## config.mk

```make
export PLATFORM = sky130hd
export DESIGN_NAME = serial_subtractor_flat
export DESIGN_NICKNAME = d
export VERILOG_FILES = /design/src/rtl/serial_subtractor_if.sv /design/src/rtl/serial_subtractor.sv /design/src/flat_wrapper.sv
export SDC_FILE = /design/constraint.sdc
export NUM_CORES = 1
export LEC_CHECK = 0
export ABC_AREA = 1
export CORE_ASPECT_RATIO = 1.1
export CORE_UTILIZATION = 51
export DETAILED_ROUTE_END_ITERATION = 10
export GPL_TIMING_DRIVEN = 0
export MAX_ROUTING_LAYER = met4
export PLACE_DENSITY = 0.78
export SLEW_MARGIN = 5
export SYNTH_ARGS = -nofsm -noshare
export SYNTH_HDL_FRONTEND = slang
export SYNTH_SLANG_ARGS = --single-unit
```

## constraint.sdc

```tcl
create_clock -name clk_i -period 1.5 [get_ports clk_i]
set_input_delay 0.3 -clock clk_i [delete_from_list [all_inputs] [get_ports clk_i]]
set_output_delay 0.3 -clock clk_i [all_outputs]
set_load 0.02 [all_outputs]
```

## src/rtl/serial_subtractor_if.sv

```systemverilog
// Handshake and operand/result bundle for the bit-serial subtractor.
// The controller side uses the master modport; the subtractor uses slave.
interface serial_subtractor_if #(
   parameter int unsigned WIDTH = 8
) ();
   logic             start;
   logic [WIDTH-1:0] a;
   logic [WIDTH-1:0] b;
   logic             b_in;
   logic             busy;
   logic             done;
   logic [WIDTH-1:0] diff;
   logic             b_out;

   modport master (
      output start, a, b, b_in,
      input  busy, done, diff, b_out
   );

   modport slave (
      input  start, a, b, b_in,
      output busy, done, diff, b_out
   );
endinterface

```

## src/rtl/serial_subtractor.sv

```systemverilog
// Bit-serial a - b - b_in, LSB first, one full-subtractor cell and a registered borrow.
// Results and handshake outputs are registered; diff/b_out hold until the next completion.
module serial_subtractor #(
   parameter int unsigned WIDTH = 8
) (
   input  logic              clk_i,
   input  logic              rst_i,
   serial_subtractor_if.slave sub_if
);

   localparam int unsigned CntW = (WIDTH > 1) ? $clog2(WIDTH) : 1;

   typedef enum logic [1:0] {StIdle, StShift, StDone} state_e;

   state_e           state_q, state_d;
   logic [WIDTH-1:0] sa_q, sa_d;
   logic [WIDTH-1:0] sb_q, sb_d;
   logic [WIDTH-1:0] res_q, res_d;
   logic [WIDTH-1:0] diff_q, diff_d;
   logic [CntW-1:0]  cnt_q, cnt_d;
   logic             brw_q, brw_d;
   logic             b_out_q, b_out_d;
   logic             done_q, done_d;
   logic             busy_q, busy_d;

   logic d_bit;
   logic brw_bit;
   logic last_bit;

   // Full-subtractor cell on the current LSBs.
   assign d_bit    = sa_q[0] ^ sb_q[0] ^ brw_q;
   assign brw_bit  = (~sa_q[0] & sb_q[0]) | (~(sa_q[0] ^ sb_q[0]) & brw_q);
   assign last_bit = (cnt_q == CntW'(WIDTH - 1));

   always_ff @(posedge clk_i) begin
      if (rst_i) begin
         state_q <= StIdle;
      end else begin
         state_q <= state_d;
      end
   end

   always_comb begin
      state_d = state_q;
      unique case (state_q)
         StIdle:  if (sub_if.start) state_d = StShift;
         StShift: if (last_bit) state_d = StDone;
         StDone:  state_d = StIdle;
         default: state_d = StIdle;
      endcase
   end

   always_comb begin
      sa_d    = sa_q;
      sb_d    = sb_q;
      res_d   = res_q;
      brw_d   = brw_q;
      cnt_d   = cnt_q;
      diff_d  = diff_q;
      b_out_d = b_out_q;
      done_d  = 1'b0;
      busy_d  = (state_q != StIdle);
      unique case (state_q)
         StIdle: begin
            if (sub_if.start) begin
               sa_d  = sub_if.a;
               sb_d  = sub_if.b;
               brw_d = sub_if.b_in;
               cnt_d = '0;
            end
         end
         StShift: begin
            sa_d             = sa_q >> 1;
            sb_d             = sb_q >> 1;
            res_d            = res_q >> 1;
            res_d[WIDTH-1]   = d_bit;
            brw_d            = brw_bit;
            cnt_d            = cnt_q + 1'b1;
         end
         StDone: begin
            diff_d  = res_q;
            b_out_d = brw_q;
            done_d  = 1'b1;
         end
         default: ;
      endcase
   end

   always_ff @(posedge clk_i) begin
      if (rst_i) begin
         sa_q    <= '0;
         sb_q    <= '0;
         res_q   <= '0;
         diff_q  <= '0;
         cnt_q   <= '0;
         brw_q   <= 1'b0;
         b_out_q <= 1'b0;
         done_q  <= 1'b0;
         busy_q  <= 1'b0;
      end else begin
         sa_q    <= sa_d;
         sb_q    <= sb_d;
         res_q   <= res_d;
         diff_q  <= diff_d;
         cnt_q   <= cnt_d;
         brw_q   <= brw_d;
         b_out_q <= b_out_d;
         done_q  <= done_d;
         busy_q  <= busy_d;
      end
   end

   assign sub_if.busy  = busy_q;
   assign sub_if.done  = done_q;
   assign sub_if.diff  = diff_q;
   assign sub_if.b_out = b_out_q;

endmodule

```

## src/flat_wrapper.sv

```systemverilog
// flat-port wrapper written by rule: the top's interface ports become plain ports
module serial_subtractor_flat 
#(
   parameter int unsigned WIDTH = 8
)
  (clk_i, rst_i, sub_if_start, sub_if_a, sub_if_b, sub_if_b_in, sub_if_busy, sub_if_done, sub_if_diff, sub_if_b_out);
  serial_subtractor_if #(.WIDTH(WIDTH)) sub_if_i ();
  input  logic clk_i;
  input  logic rst_i;
  input wire logic [$bits(sub_if_i.start)-1:0] sub_if_start;
  input wire logic [$bits(sub_if_i.a)-1:0] sub_if_a;
  input wire logic [$bits(sub_if_i.b)-1:0] sub_if_b;
  input wire logic [$bits(sub_if_i.b_in)-1:0] sub_if_b_in;
  output wire logic [$bits(sub_if_i.busy)-1:0] sub_if_busy;
  output wire logic [$bits(sub_if_i.done)-1:0] sub_if_done;
  output wire logic [$bits(sub_if_i.diff)-1:0] sub_if_diff;
  output wire logic [$bits(sub_if_i.b_out)-1:0] sub_if_b_out;
  assign sub_if_i.start = sub_if_start;
  assign sub_if_i.a = sub_if_a;
  assign sub_if_i.b = sub_if_b;
  assign sub_if_i.b_in = sub_if_b_in;
  assign sub_if_busy = sub_if_i.busy;
  assign sub_if_done = sub_if_i.done;
  assign sub_if_diff = sub_if_i.diff;
  assign sub_if_b_out = sub_if_i.b_out;
  serial_subtractor #(.WIDTH(WIDTH)) u_core (.clk_i(clk_i), .rst_i(rst_i), .sub_if(sub_if_i));
endmodule
```

==> out/results.txt <==
final hold slack = 0.192 ns
via count = 1588
First-pass DRT Iterations = 4
Sw Ratio = 24.1%
Die Height = 63.9 um
Final min period = 1.34 ns
critical path data required time = 1.20 ns
Synth Cell Area = 1780 um2
Gate Count Post-Synth = 259
# diodes = 0
crit path kind = flip-flop to output port
routed wire length = 3.57 mm
Syn Nets = 282
Final #Nets = 318
share of cells above drive strength 1 = 8.78%
io pins = 31
clk slew on worst S/H paths = 0.13 ns
CP delay by family, top = flip-flops
Die ar. = 3720 um2
CTS tree = built
IO Port Bufs = 29
# DRC = 0
die width = 58.3 um
status = completed
Sink Count = 41
Hold WC Path Type = input port to flip-flop
Pint = 1810 uW
Power, Total = 2380 uW
placed cell areas = 2130 um2
CP max FO = 2
PD cells = 1080 nW/um2
most frequent cells in the layout = nand2_1 (66), nor2_1 (55), dfxtp_1 (41), inv_1 (35), a21oi_1 (19)
Layout Skew = 0.0144 ns
H-tree Lvls = 2
initial antenna violation count = 0
Final Cycle Share = 89.1%
WP buf/inv = 1
GPL Wtd Cong = 0.748
Syn Area/Cell = 6.86 um2
Yosys reg bits = 41
combinational power share = 13.3%
core area = 3330 um2
crit start category = flip-flop
Slew Viols, Final = 0
final setup violation count = 0
Sequential Power Share = 49.6%
capturing element type of the critical path = output port
Final Instance Count excl. Fillers = 344
drt wl/cell = 10.4 um
first-pass GRT wire length = 6.03 mm
Largest stage delay, worst path = 0.35 ns
critical-path cell list = dlygate4sd2_1
max_cap viols = 0
Vias/cell = 4.62
Post-CTS Setup Bufs = 0
post-route design area = 2210 um2
Slew @ Worst Pin = 0.246 ns
commonest non-fill, non-tap cell in the layout = nand2_1
largest net degree at the start of global routing = 14
root buffer cell = clkbuf_4
final hold viol count = 0
Worst path slowest cell = dfxtp_1
Netlist cell types = 18
Peak VDD IR = 0.910 mV
num rows = 22
count of antenna-violating nets left after detailed routing = 0
Initial Util = 53.3%
initial drt markers = 81
NetSw = 574 uW
grt ovf = 0
vias in the first global route = 1436
Syn-to-layout area delta = 24.7%
sequential area share after synthesis = 46.2%
global router's overall resource usage = 22.1%
yosys warns = 0
Arr. time, crit path = 1.04 ns
CTS Buffer Depth = 2
filler instances = 326
placed wire-length estimate = 2.41 mm
clock latency on the worst-skew pair = 0.36 ns
Leakage = 0.00112 uW
CTS Buf Count = 5
Placed Cells = 336
setup repair after global routing missed its margin = false
Clk network pwr share = 37.1%
Slew headroom = 83.5%
Final Util = 66.5%
max frequency = 748 MHz
## worst paths after layout
kind	start	endpoint	slack, ns	depth (start not counted)
setup / recovery	u_core.sub_if.diff[5]$_SDFFE_PP0P_	sub_if_diff[5]	0.16	1
hold / removal	rst_i	u_core.cnt_q[1]$_SDFFE_PP0P_	0.19	2
setup reg to reg	u_core.state_q[0]$_SDFFE_PP0P_	u_core.sb_q[0]$_SDFFE_PP0P_	0.29	5
hold reg to reg	u_core.cnt_q[1]$_SDFFE_PP0P_	u_core.cnt_q[1]$_SDFFE_PP0P_	0.48	2
## state kept, by name, summed over array words and instances, names as in the netlist
register / cells
u_core.res_q: 8
u_core.sa_q: 8
u_core.sb_q: 8
u_core.sub_if.diff: 8
u_core.cnt_q: 3
u_core.state_q: 2
u_core.brw_q: 1
u_core.sub_if.b_out: 1
u_core.sub_if.busy: 1
u_core.sub_if.done: 1
## stage by stage
stage / setup slack [ns] / setup TNS (ns)
floorplan: 0.399 / 0
global placement: -0.134 / -1.49
detailed placement: -0.140 / -1.39
CTS: 0.156 / 0
global route: 0.109 / 0
finish: 0.163 / 0
## synth_stat cells, drive strengths merged
library cell / n / area [um2]
nor2: 56 / 218
a21oi: 19 / 95.1
nor3: 1 / 5.00
ha: 2 / 25.0
nand3: 3 / 15.0
fa: 1 / 20.0
inv: 37 / 139
buf: 12 / 71.3
dfxtp: 41 / 821
or2: 1 / 6.26
o21ai: 19 / 106
nand2: 67 / 254
## power groups by stage
stage / clock network (uW) / logic, uW / registers, uW
floorplan: 0 / 215 / 1200
CTS: 889 / 319 / 1180
global route: 947 / 362 / 1190
global placement: 0 / 311 / 1200
finish: 884 / 318 / 1180
detailed placement: 0 / 315 / 1210
## cells by family (layout without fill, tap and decap cells)
kind of cell | after synthesis | count (layout) | synth area share (%)
and+or+nand+nor | 128 | 128 | 28.0
buffers and inverters | 49 | 86 | 11.8
DFF | 41 | 41 | 46.2
AOI/OAI and AO/OA | 38 | 38 | 11.3
adders and majority gates | 3 | 3 | 2.54
## area by class of cell
type	count	area [um2]	share of cell area, %
inverters	37	139	6.27
repair buffers	29	277	12.5
clock buffers	5	37.5	1.69
clock inverters	3	65.1	2.94
well taps	48	60.1	2.71
multi-input cells	169	744	33.6
plain buffers	12	71.3	3.22
flip-flops and latches	41	821	37.1
## timing repair
action | 4_1_cts | 5_1_grt
endpoints found under the setup margin | 11 | 0
resized for setup | 11 | 0
hold buffers | 0 | 0
## metal layers
metal / vias to the layer above / GRT usage, % / wire, um
met2: 37 / 34.5 / 1630
li1: 848 / - / -
met1: 698 / 27.2 / 1720
met4: 0 / 10.7 / 48
met3: 5 / 4.25 / 172
met5: - / - / 0
Power figures use the tool's default switching activity.
